<file path="config.mk">
export PLATFORM = sky130hd
export DESIGN_NAME = add_sub_np
export DESIGN_NICKNAME = d
export VERILOG_FILES = /design/src/rtl/add_sub_np.sv
export SDC_FILE = /design/constraint.sdc
export NUM_CORES = 1
export LEC_CHECK = 0
export ABC_CLOCK_PERIOD_IN_PS = 2050
export CAP_MARGIN = 20
export CORE_ASPECT_RATIO = 1.5
export CORE_UTILIZATION = 31
export DETAILED_ROUTE_END_ITERATION = 7
export PLACE_DENSITY = 0.62
export SLEW_MARGIN = 25
export SYNTH_ARGS = -nofsm -noshare
export SYNTH_HDL_FRONTEND = slang
export SYNTH_SLANG_ARGS = --single-unit
</file>
<file path="constraint.sdc">
create_clock -name clk -period 2.05 [get_ports clk]
set_input_delay 0.41 -clock clk [delete_from_list [all_inputs] [get_ports clk]]
set_output_delay 0.41 -clock clk [all_outputs]
set_load 0.02 [all_outputs]
</file>
<file path="src/rtl/add_sub_np.sv">
// Segmented pipelined adder/subtractor: one SEG-bit carry segment per stage, registered carry between stages.
// Define ADD_SUB_NP_SAT_EN to build signed saturation into the final stage.
module add_sub_np #(
    parameter int WIDTH  = 16,
    parameter int STAGES = 4
) (
    input  logic             clk,
    input  logic             reset,
    input  logic             ce,
    input  logic             in_valid,
    input  logic [WIDTH-1:0] x,
    input  logic [WIDTH-1:0] y,
    input  logic             sub,
    output logic             out_valid,
    output logic [WIDTH-1:0] sum,
    output logic             cout,
    output logic             ovf
);

    localparam int SEG = WIDTH / STAGES;

    // Operand skew registers are packed triangularly: stage k keeps only the
    // (STAGES-k) segments still to be added; partial sums grow by one segment per stage.
    function automatic int aoff(input int k);
        return SEG * (k * STAGES - (k * (k - 1)) / 2);
    endfunction

    function automatic int poff(input int k);
        return SEG * ((k * (k - 1)) / 2);
    endfunction

    localparam int AW   = aoff(STAGES);
    localparam int PW   = (STAGES > 1) ? poff(STAGES) : 1;
    localparam int AMSB = aoff(STAGES - 1) + SEG - 1;
    localparam int AIW  = (AW > 2) ? $clog2(AW) : 1;
    localparam int PIW  = (PW > 2) ? $clog2(PW) : 1;
    localparam int WIW  = (WIDTH > 2) ? $clog2(WIDTH) : 1;
    localparam int CIW  = (STAGES > 2) ? $clog2(STAGES) : 1;

    if ((STAGES < 1) || (STAGES > WIDTH) || (WIDTH % STAGES != 0)) begin : g_bad_cfg
        $error("add_sub_np: WIDTH must be a multiple of STAGES, 1 <= STAGES <= WIDTH");
    end

    logic [AW-1:0]    a_q, a_d, b_q, b_d;
    logic [PW-1:0]    p_q, p_d;
    logic [STAGES-1:0] c_q, c_d;
    logic [STAGES:0]  vld_pipe_q, vld_pipe_d;
    logic [WIDTH-1:0] sum_q, sum_d;
    logic             cout_q, cout_d;
    logic             ovf_q, ovf_d;
    logic [SEG:0]     t;

    always_comb begin
        a_d        = '0;
        b_d        = '0;
        p_d        = '0;
        c_d        = '0;
        sum_d      = '0;
        cout_d     = 1'b0;
        ovf_d      = 1'b0;
        t          = '0;
        vld_pipe_d = {vld_pipe_q[STAGES-1:0], in_valid};

        // Stage 0: subtract is x + ~y + 1, the +1 entering as carry-in.
        a_d[WIDTH-1:0] = x;
        b_d[WIDTH-1:0] = sub ? ~y : y;
        c_d[0]         = sub;

        for (int k = 1; k < STAGES; k++) begin
            t = {1'b0, a_q[AIW'(aoff(k - 1)) +: SEG]} + {1'b0, b_q[AIW'(aoff(k - 1)) +: SEG]}
              + {{SEG{1'b0}}, c_q[CIW'(k - 1)]};
            for (int i = 0; i < (STAGES - k) * SEG; i++) begin
                a_d[AIW'(aoff(k) + i)] = a_q[AIW'(aoff(k - 1) + SEG + i)];
                b_d[AIW'(aoff(k) + i)] = b_q[AIW'(aoff(k - 1) + SEG + i)];
            end
            for (int i = 0; i < (k - 1) * SEG; i++) begin
                p_d[PIW'(poff(k) + i)] = p_q[PIW'(poff(k - 1) + i)];
            end
            p_d[PIW'(poff(k) + (k - 1) * SEG) +: SEG] = t[SEG-1:0];
            c_d[CIW'(k)] = t[SEG];
        end

        // Final stage adds the top segment straight into the output register.
        t = {1'b0, a_q[AIW'(aoff(STAGES - 1)) +: SEG]} + {1'b0, b_q[AIW'(aoff(STAGES - 1)) +: SEG]}
          + {{SEG{1'b0}}, c_q[CIW'(STAGES - 1)]};
        for (int i = 0; i < (STAGES - 1) * SEG; i++) begin
            sum_d[WIW'(i)] = p_q[PIW'(poff(STAGES - 1) + i)];
        end
        sum_d[WIDTH-1 -: SEG] = t[SEG-1:0];
        cout_d = t[SEG];
        ovf_d  = (a_q[AMSB] == b_q[AMSB]) && (t[SEG-1] != a_q[AMSB]);
`ifdef ADD_SUB_NP_SAT_EN
        if (ovf_d) begin
            sum_d = a_q[AMSB] ? {1'b1, {(WIDTH-1){1'b0}}} : {1'b0, {(WIDTH-1){1'b1}}};
        end
`endif
    end

    always_ff @(posedge clk) begin
        if (reset) begin
            a_q        <= '0;
            b_q        <= '0;
            p_q        <= '0;
            c_q        <= '0;
            vld_pipe_q <= '0;
            sum_q      <= '0;
            cout_q     <= 1'b0;
            ovf_q      <= 1'b0;
        end else if (ce) begin
            a_q        <= a_d;
            b_q        <= b_d;
            p_q        <= p_d;
            c_q        <= c_d;
            vld_pipe_q <= vld_pipe_d;
            sum_q      <= sum_d;
            cout_q     <= cout_d;
            ovf_q      <= ovf_d;
        end
    end

    assign out_valid = vld_pipe_q[STAGES];
    assign sum       = sum_q;
    assign cout      = cout_q;
    assign ovf       = ovf_q;

endmodule

</file>
==> key figures, run 1 <==
Die
  – I/O pin total: 56
  – Core Footprint: ~4000 sq um
  – FP Rows: 28
  – Die extent in x: roughly 55 um
  – Total die area: around 4500 sq um
  – Die Ht: ~80 um
  – Initial core utilization: 32.83%

Timing
  – Final critical-path setup slack: 0.4289 ns
  – Number of failing setup endpoints in the final timing report: 0
  – Crit share post-route: 79.08%
  – Worst clock skew on the final layout: about 0.0058 ns
  – Max Freq: a little over 600 MHz
  – Count of endpoints failing hold in the final timing report: 0
  – Setup repair after global routing missed its margin: false
  – Shortest period the worst path allows: ~1.6 ns
  – Max Transition Viols Final: 0
  – Final sum of negative setup slack: 0 ns

Logic synthesis
  – Share of flip-flops with an asynchronous set or reset after synthesis: 0%
  – Synth cell types: 17
  – Number of synthesized register bits: 30
  – Largest area contributor in the synthesized netlist: dfxtp_1
  – Number of enable-type register cells in the synthesized netlist: 0
  – Synth top area share: roughly 45%
  – Post-synthesis instance area: about 1300 sq um
  – Top flip-flop cell by instance count after synthesis: dfxtp_1
  – Mean instance size in the synthesized netlist: between 10 and 15 sq um
  – Top post-synthesis cells by area: dfxtp_1 45%, mux2i_1 17%, buf_4 8.5%
  – Total of warnings raised by yosys: 0
  – List of most frequent post-synthesis cells: 30 x dfxtp_1, 30 x nor2_1, 23 x mux2i_1
  – Post-synthesis instance total: 132
  – Share of synthesized area occupied by flip-flops and latches: around 45%

CTS
  – Later-pin clock latency in the skew report: 0.28 ns
  – Maximum root-to-sink buffer count: 2
  – Post-CTS setup buffers: 0
  – Clock transition time at the flip-flop clock pins of the worst setup and hold paths: about 0.06 ns
  – Number of buffers added by the clock tree synthesis step: 5
  – CTS Hold Bufs: 0
  – Number of H-tree levels: 2
  – # clock sinks: 30
  – Post-cts gate resize count: 0
  – TritonCTS clock tree: yes
  – Root Buffer: clkbuf_8

Power and ir drop
  – Pwr Density: 857.5 nW/um^2
  – Switching part of the total power: 22.94%
  – Cell internal pwr: around 1.0 mW
  – Combinational share of power: approximately 11%
  – Relative contribution of sequential cells to total power: between 40% and 50%
  – Clock Power Share: 42.2%
  – Net switching power: ~310 uW
  – Peak supply drop: 0.0005324 V
  – Leak: 0.6907 nW

Place
  – Worst slack, placed: 0.4333 ns
  – HPWL reported at the end of detailed placement: around 1400 um
  – IO buf count: 17
  – Final estimated routing congestion in global placement: about 0.7

Global route
  – First-pass GRT wire length: about 3200 um
  – Total GRT Usage: a little under a tenth
  – Via count of the first global-routing pass: 774
  – Sum of overflow across all layers after global routing: 0
  – Antenna violations before repair: 0
  – Largest net degree at the start of global routing: 31

Detailed routing
  – Number of DRC markers in iteration 0: 3
  – DRC violations left: 0
  – DR vias/cell: between 4 and 5
  – Number of iterations in the first detailed-routing pass: 2
  – Number of nets with antenna violations after detailed routing: 0
  – Wirelength, routed: 1916 um
  – Post-DR wirelength/cell: a little under 10 um
  – Count of vias placed by the detailed router: approximately 860

Layout
  – Final antenna diode count: 0
  – Fin nets: 190
  – Area delta synth->final: 18.92%
  – Fraction of final layout cells with drive strength greater than 1: under 10%

Setup path
  – Largest fanout on the critical path: 2
  – Worst path cell trace: clkdlybuf4s50_1
  – Cell family with most CP delay: buffers and inverters
  – R2R setup slack: around 0.44 ns
  – Category of the most critical setup path: flip-flop to output port
  – Critical Path RT: 1.64 ns
  – Cell at the slowest stage of the critical path: clkdlybuf4s50_1
  – Capturing element type of the critical path: output port
  – Count of buffer and inverter cells on the critical path: 1
  – Arrival @ worst endpoint: 1.21 ns
  – CP Launch Type: flip-flop
  – Slowest stage delay, CP: 0.60 ns

Flow run
  – Max-cap viol count: 0

Min path
  – Type of the worst min-delay path: flip-flop to flip-flop

Outcome
  – Run status: finished clean
-- sequential cells by signal (all words and copies together) (netlist names) --
| signal | flops |
|---|---|
| p_q | 12 |
| vld_pipe_q | 5 |
| a_q | 4 |
| b_q | 4 |
| sum | 4 |
| c_q | 1 |
-- layer usage --
metal	wire length (um)	share of wire, %	global-route usage (%)
met5	0	0	0
met4	65	3.4	7.500
met3	103	5.4	5.039
met2	1006	53	16.87
met1	741	39	8.165
-- power by group through the flow --
stage | combinational [mW] | sequential (mW) | clock (mW)
after CTS | 0.154 | 0.627 | 0.592
final | 0.152 | 0.627 | 0.569
after detailed placement | 0.154 | 0.640 | 0
after global routing | 0.168 | 0.631 | 0.619
after global placement | 0.150 | 0.639 | 0
after floorplan | 0.138 | 0.637 | 0
-- stage by stage --
| stage | cell area, sq um | power, mW | std cells | hold WS, ns | utilization, % |
|---|---|---|---|---|---|
| floorplan | 1371 | 0.7745 | 145 | 0.4536 | - |
| global placement | 1464 | 0.7893 | 187 | 0.4712 | 36.34 |
| detailed placement | 1464 | 0.7945 | 187 | 0.4692 | 36.34 |
| CTS | 1573 | 1.374 | 195 | 0.4823 | 39.04 |
| global route | 1573 | 1.418 | 195 | 0.5119 | 39.04 |
| finish | 1573 | 1.349 | 195 | 0.4795 | 39.04 |
-- layout by cell type, fill, tap and decap left out --
cell type	instances
buf_4	1
a211oi_1	7
xnor2_1	6
conb_1	14
fa_1	2
nor2_1	30
and4_4	1
inv_1	5
clkinv_2	2
bufinv_16	1
nand3b_1	1
mux2i_1	23
buf_2	1
a21oi_1	1
clkbuf_8	5
clkdlybuf4s50_1	16
ha_1	2
dfxtp_1	30
buf_12	1
nor4_1	1
-- area by class of cell --
cell class | instances | area (sq um)
Fill cell | 410 | 2456
Sequential cell | 30 | 600.6
Multi-Input combinational cell | 88 | 595.6
Timing Repair Buffer | 19 | 192.7
Clock buffer | 5 | 68.82
Tap cell | 45 | 56.30
Clock inverter | 3 | 40.04
Inverter | 5 | 18.77
-- tightest hold or removal path, delay by kind of cell (launching register included) --
family	cells	cell delay, ns
flops	1	0.31
simple gates	2	0.13
-- path summary, 6_finish.rpt --
| check | from | end | depth (start not counted) |
|---|---|---|---|
| worst max-delay path | sum[2] | sum[2] | 1 |
| worst min-delay path | p_q[3] | p_q[3] | 2 |
| worst max register to register | a_q[0] | p_q[1] | 6 |
| worst min register to register | p_q[3] | p_q[3] | 2 |
-- cell families (layout without fill, tap and decap cells) --
logic type      Yosys count  in the layout  synth area share, %
xor+xnor                  6              6                3.973
other cells               1             14               0.2835
mux                      23             23                17.41
buf+inv                  27             32                13.25
flops                    30             30                45.41
fa+ha+maj                 4              4                4.919
simple gates             33             33                10.41
compound gates            8              8                4.352
Note: power is estimated with default switching activity, not from simulation.
==> run 2, diff against run 1 <==
Settings changed: ABC_CLOCK_PERIOD_IN_PS 2050 to 1600.
Clock period 2.05 ns to 1.6 ns, I/O delays scaled along.
==> run 2 against run 1 <==
Against the previous run:
- clock power increased by 7.7%
- clock-buffer cell count increased by 1
- worst hold slack better by 0.0022 ns
- largest power group unchanged
==> key figures, run 2 (synthesis gave the netlist of run 1 again) <==
Timing
  – Max Freq: around 650 MHz
  – Worst hold slack after final layout: 0.4816 ns (+0.002163 ns)
  – Number of failing setup endpoints in the final timing report: 0 (unchanged)
  – Worst clock skew on the final layout: 0.005315 ns (-0.0004790 ns)
  – Max Transition Viols Final: 0 (unchanged)
  – Shortest period the worst path allows: about 1.5 ns
  – Setup repair after global routing missed its margin: false
  – Crit share post-route: 95.56%
  – Final critical-path setup slack: 0.07106 ns (-0.3578 ns)
  – Count of endpoints failing hold in the final timing report: 0 (unchanged)

Place
  – Area of placed instances: 1471 sq um (+0.51%)
  – Final estimated routing congestion in global placement: 0.7253 (+4.1%)
  – IO buf count: 17 (unchanged)
  – Worst slack, placed: -0.002557 ns (-0.4359 ns)
  – HPWL reported at the end of detailed placement: 1443 um (+2.3%)
  – Cells after DPL: 188 (+0.53%)

Layout
  – Top register by number of flip-flops: p_q
  – Final antenna diode count: 0 (unchanged)
  – Number of flip-flops under the largest register name: 12 (unchanged)
  – Fraction of final layout cells with drive strength greater than 1: 11.26% (+3.3 points)
  – Most frequent standard cell in the layout excluding fill and tap cells: nor2_1
  – Fin nets: 191 (+0.53%)
  – Final standard cell utilization of the core: 39.01% (about the same)
  – Largest regs: p_q (12), vld_pipe_q (5)
  – Filler instances: 418 (+2.0%)
  – Area delta synth->final: 18.83% (about the same)
  – Non-filler instance count after layout: 196 (+0.51%)
  – Post-route cell area: 1572 sq um (about the same)
  – Leading cell types in the layout, fill and taps excluded: 30 x nor2_1, 28 x dfxtp_1, 23 x mux2i_1, 16 x clkdlybuf4s50_1, 14 x conb_1

Setup path
  – Cell family with most CP delay: buffers and inverters
  – Count of buffer and inverter cells on the critical path: 1 (unchanged)
  – Capturing point of the worst reg2reg path: p_q[1]
  – Capturing element type of the critical path: output port
  – Worst path cell trace: clkdlybuf4s50_1
  – Largest fanout on the critical path: 2 (unchanged)
  – Category of the most critical setup path: flip-flop to output port
  – Logic depth of the worst register-to-register path: 6 (unchanged)
  – CP Launch Type: flip-flop
  – R2R setup slack: 0.08 ns (-0.36 ns)
  – Critical Path RT: 1.28 ns (-0.36 ns)
  – Critical register-to-register path startpoint: a_q[0]
  – Slowest stage delay, CP: 0.60 ns (about the same)
  – Arrival @ worst endpoint: 1.21 ns (about the same)
  – Cell at the slowest stage of the critical path: clkdlybuf4s50_1

CTS
  – Number of buffers added by the clock tree synthesis step: 5 (unchanged)
  – Later-pin clock latency in the skew report: 0.28 ns (about the same)
  – # clock sinks: 30 (unchanged)
  – CTS Hold Bufs: 0 (unchanged)
  – Number of H-tree levels: 2 (unchanged)
  – Root Buffer: clkbuf_8
  – Clock transition time at the flip-flop clock pins of the worst setup and hold paths: 0.06 ns (about the same)
  – Post-CTS setup buffers: 0 (unchanged)
  – TritonCTS clock tree: yes
  – Maximum root-to-sink buffer count: 2 (unchanged)

Detailed routing
  – DRC violations left: 0 (unchanged)
  – Wirelength, routed: 1931 um (+0.78%)
  – Count of vias placed by the detailed router: 850 (-1.6%)
  – Number of DRC markers in iteration 0: 16 (+13)
  – Number of iterations in the first detailed-routing pass: 4 (+2)
  – DR vias/cell: 4.337 (-2.1%)
  – Post-DR wirelength/cell: 9.852 um (+0.27%)
  – Number of nets with antenna violations after detailed routing: 0 (unchanged)

Min path
  – Type of the worst min-delay path: flip-flop to flip-flop
  – Worst min-delay path endpoint: p_q[3]
  – Hold Crit Depth: 2 (unchanged)
  – Critical hold path startpoint: p_q[3]

Global route
  – Layer with the highest usage after global routing: met2
  – Met2 Resource Use GR: 17.11% (+0.24 points)
  – Via count of the first global-routing pass: 789 (+1.9%)
  – Grt met1 use: 8.750% (+0.58 points)
  – Total GRT Usage: 9.635% (+0.037 points)
  – First-pass GRT wire length: 3305 um (+3.5%)
  – Global Route met3 Usage: 3.937% (-1.1 points)
  – Sum of overflow across all layers after global routing: 0 (unchanged)
  – Antenna violations before repair: 0 (unchanged)
  – Largest net degree at the start of global routing: 31 (unchanged)

Die
  – I/O pin total: 56 (unchanged)
  – Total die area: 4537 sq um (unchanged)
  – FP Rows: 28 (unchanged)
  – Die extent in x: 55.33 um (unchanged)
  – Core Footprint: 4029 sq um (unchanged)
  – Initial core utilization: 32.83% (unchanged)
  – Die Ht: 82.00 um (unchanged)

Power and ir drop
  – Peak supply drop: 0.0006001 V (+13%)
  – Leak: 0.6834 nW (-1.1%)
  – Pwr Density: 1028 nW/um^2 (+20%)

Outcome
  – Run status: finished clean

Flow run
  – Max-cap viol count: 0 (unchanged)
[run 2: report_power, final]
part           internal, mW  total [mW]  switching (mW)
clock                 0.345       0.613           0.268
combinational        0.0934       0.197           0.104
sequential            0.784       0.805          0.0211
[run 2: metrics by stage]
| stage | total power, mW | setup TNS, ns |
|---|---|---|
| 6_report | 1.615 | 0 |
| 5_1_grt | 1.708 | 0 |
| 4_1_cts | 1.641 | 0 |
| 3_5_place_dp | 1.019 | -0.002557 |
| 3_3_place_gp | 1.014 | 0 |
| 2_1_floorplan | 0.9923 | 0 |
[run 2: how the worst max path moves through the flow]
stage / slack, ns / cells after the start / startpoint / to
floorplan: 0.07 / 6 / a_q[0] / p_q[1]
global placement: 0.03 / 6 / a_q[0] / p_q[1]
detailed placement: -0.003 / 6 / a_q[0] / p_q[1]
CTS: 0.006 / 6 / a_q[0] / p_q[1]
global route: 0.003 / 1 / sum[3] / sum[3]
finish: 0.07 / 1 / sum[3] / sum[3]
[run 2: what timing repair did]
item / CTS / global route
setup endpoints to repair: 1 / 1
gates resized for setup: 1 / 3
pin swaps: 0 / 0
[run 2: layer usage]
metal	part of all wire, %	up-vias
met4	3.3	0
met1	38	390
met5	0	-
li1	-	437
met3	5.1	6
met2	53	17
[run 2: area by class of cell]
| type | instances | area [sq um] | share of cell area, % |
|---|---|---|---|
| inverters | 5 | 18.77 | 1.194 |
| flip-flops and latches | 30 | 603.1 | 38.38 |
| multi-input cells | 88 | 598.1 | 38.06 |
| clock buffers | 6 | 82.58 | 5.255 |
| clock inverters | 2 | 12.51 | 0.7962 |
| well taps | 45 | 56.30 | 3.583 |
| repair buffers | 20 | 200.2 | 12.74 |
==> run 3, diff against run 2 <==
Settings changed: ABC_CLOCK_PERIOD_IN_PS 1600 to 1830.
Clock period 1.6 ns to 1.83 ns, I/O delays scaled along.
==> run 3 against run 2 <==
Against the previous run:
- first-iteration DRC count up 25%
- clock-buffer cell count increased by 1
- die area is the same
- via count up 0.82%
- wire length rose by 4.8%
- design area is 0.24% lower
- global-route usage grew 0.39 points
- clock skew is 0.00063 ns lower
- setup slack gained 0.15 ns
- non-clock buffer count decreased by 1
- critical path type is now flip-flop to flip-flop
- largest power group unchanged
- highest routed layer unchanged
==> key figures, run 3 (synthesis gave the netlist of run 1 again) <==
Outcome
  – Run status: finished clean

Die
  – Initial core utilization: 32.83% (unchanged)
  – Die extent in x: 55.33 um (unchanged)
  – Die Ht: 82.00 um (unchanged)
  – Core Footprint: 4029 sq um (unchanged)
  – I/O pin total: 56 (unchanged)
  – FP Rows: 28 (unchanged)
  – Total die area: 4537 sq um (unchanged)

Setup path
  – Largest fanout on the critical path: 2 (unchanged)
  – Arrival @ worst endpoint: 1.78 ns (+0.57 ns)
  – Capturing element type of the critical path: flip-flop
  – Category of the most critical setup path: flip-flop to flip-flop
  – CP Launch Type: flip-flop
  – Critical Path RT: 2.00 ns (+0.72 ns)

Timing
  – Final sum of negative setup slack: 0 ns (unchanged)
  – Max Transition Viols Final: 0 (unchanged)
  – Shortest period the worst path allows: around 1.6 ns
  – Final critical-path setup slack: 0.2253 ns (+0.1542 ns)
  – Count of endpoints failing hold in the final timing report: 0 (unchanged)
  – Max Freq: slightly above 600 MHz
  – Number of failing setup endpoints in the final timing report: 0 (unchanged)
  – Setup repair after global routing missed its margin: false
  – Crit share post-route: approximately 90%
  – Worst clock skew on the final layout: 0.004686 ns (-0.0006294 ns)

CTS
  – # clock sinks: 30 (unchanged)
  – Later-pin clock latency in the skew report: 0.28 ns (about the same)
  – Maximum root-to-sink buffer count: 2 (unchanged)
  – Root Buffer: clkbuf_8
  – Clock transition time at the flip-flop clock pins of the worst setup and hold paths: 0.06 ns (about the same)
  – Post-cts gate resize count: 0 (-1)
  – Number of buffers added by the clock tree synthesis step: 5 (unchanged)
  – TritonCTS clock tree: yes
  – Number of H-tree levels: 2 (unchanged)
  – CTS Hold Bufs: 0 (unchanged)
  – Post-CTS setup buffers: 0 (unchanged)

Power and ir drop
  – Tot Pwr: 1.413 mW (-12%)
  – Pwr Density: 901.6 nW/um^2 (-12%)
  – Leak: 0.6856 nW (+0.32%)
  – Peak supply drop: 0.0006117 V (+1.9%)

Detailed routing
  – DRC violations left: 0 (unchanged)
  – Number of nets with antenna violations after detailed routing: 0 (unchanged)
  – Post-DR wirelength/cell: 10.37 um (+5.3%)
  – Number of DRC markers in iteration 0: 20 (+4)
  – Post-Route M1 WL: 778 um (+5.1%)
  – Count of vias placed by the detailed router: 857 (+0.82%)
  – Detail Route met3 WL: 95 um (-4.0%)
  – Met2 routed WL: 1102 um (+7.2%)
  – Number of iterations in the first detailed-routing pass: 4 (unchanged)
  – DR vias/cell: 4.395 (+1.3%)
  – Highest signal layer in the routed design: met4
  – Wirelength, routed: 2023 um (+4.8%)

Layout
  – Area delta synth->final: 18.54%
  – Register area: 600.6 sq um (-0.41%)
  – Final antenna diode count: 0 (unchanged)
  – Number of flip-flops under the largest register name: 12 (unchanged)
  – Fraction of final layout cells with drive strength greater than 1: 7.333% (-3.9 points)
  – Non-filler instance count after layout: 195 (-0.51%)
  – Multi-input combinational cell area: 595.6 sq um (-0.42%)
  – Top register by number of flip-flops: p_q
  – Fin nets: 190 (-0.52%)
  – Filler instances: 412 (-1.4%)
  – Leading cell types in the layout, fill and taps excluded: 30 x nor2_1, 30 x dfxtp_1, 23 x mux2i_1, 16 x clkdlybuf4s50_1, 14 x conb_1
  – Largest regs: p_q (12), vld_pipe_q (5)

Place
  – IO buf count: 17 (unchanged)
  – Final estimated routing congestion in global placement: 0.6993 (-3.6%)
  – Worst slack, placed: 0.2189 ns (+0.2214 ns)
  – HPWL reported at the end of detailed placement: 1482 um (+2.8%)
  – Cells after DPL: 187 (-0.53%)

Global route
  – Via count of the first global-routing pass: 804 (+1.9%)
  – Largest net degree at the start of global routing: 31 (unchanged)
  – Sum of overflow across all layers after global routing: 0 (unchanged)
  – Antenna violations before repair: 0 (unchanged)
  – First-pass GRT wire length: 3374 um (+2.1%)
  – Total GRT Usage: 10.02% (+0.39 points)

Min path
  – Type of the worst min-delay path: flip-flop to flip-flop

Flow run
  – Max-cap viol count: 0 (unchanged)
[run 3: final cells by class]
type,instances,area share [%]
tap,45,3.591
multi-input combinational,88,37.99
clock buffer,7,5.507
inverter,5,1.197
clock inverter,1,0.3192
sequential,30,38.31
timing repair buffer,19,13.09
[run 3: worst max-delay path: stages (launching register included)]
cell and delay (ns):
dfxtp_1 0.33, inv_1 0.07, fa_1 0.43, inv_1 0.08, fa_1 0.40, mux2i_1 0.15
nor2_1 0.05
[run 3: final timing paths]
check	start	to	slack [ns]	depth (start not counted)
max reg2reg	a_q[0]	p_q[1]	0.23	6
min reg2reg	p_q[0]	p_q[0]	0.49	2
min	p_q[0]	p_q[0]	0.49	2
max	a_q[0]	p_q[1]	0.23	6
[run 3: routing by layer]
layer  global-route usage, %  vias up
met2                   18.07       17
li1                        -      433
met4                   7.500        0
met3                   3.937        4
met5                       0        -
met1                   9.100      403
[run 3: power by group]
part | switching, mW | internal, mW | total [mW]
Clock | 0.233 | 0.303 | 0.535
Sequential | 0.0182 | 0.685 | 0.703
Combinational | 0.0921 | 0.0830 | 0.175
[run 3: through the flow]
step | hold slack, ns | instance area [sq um] | utilization [%]
after floorplan | 0.4536 | 1371 | -
after global placement | 0.4713 | 1476 | 36.65
after detailed placement | 0.4795 | 1476 | 36.65
after CTS | 0.4903 | 1568 | 38.91
after global routing | 0.5156 | 1568 | 38.91
final | 0.4859 | 1568 | 38.91
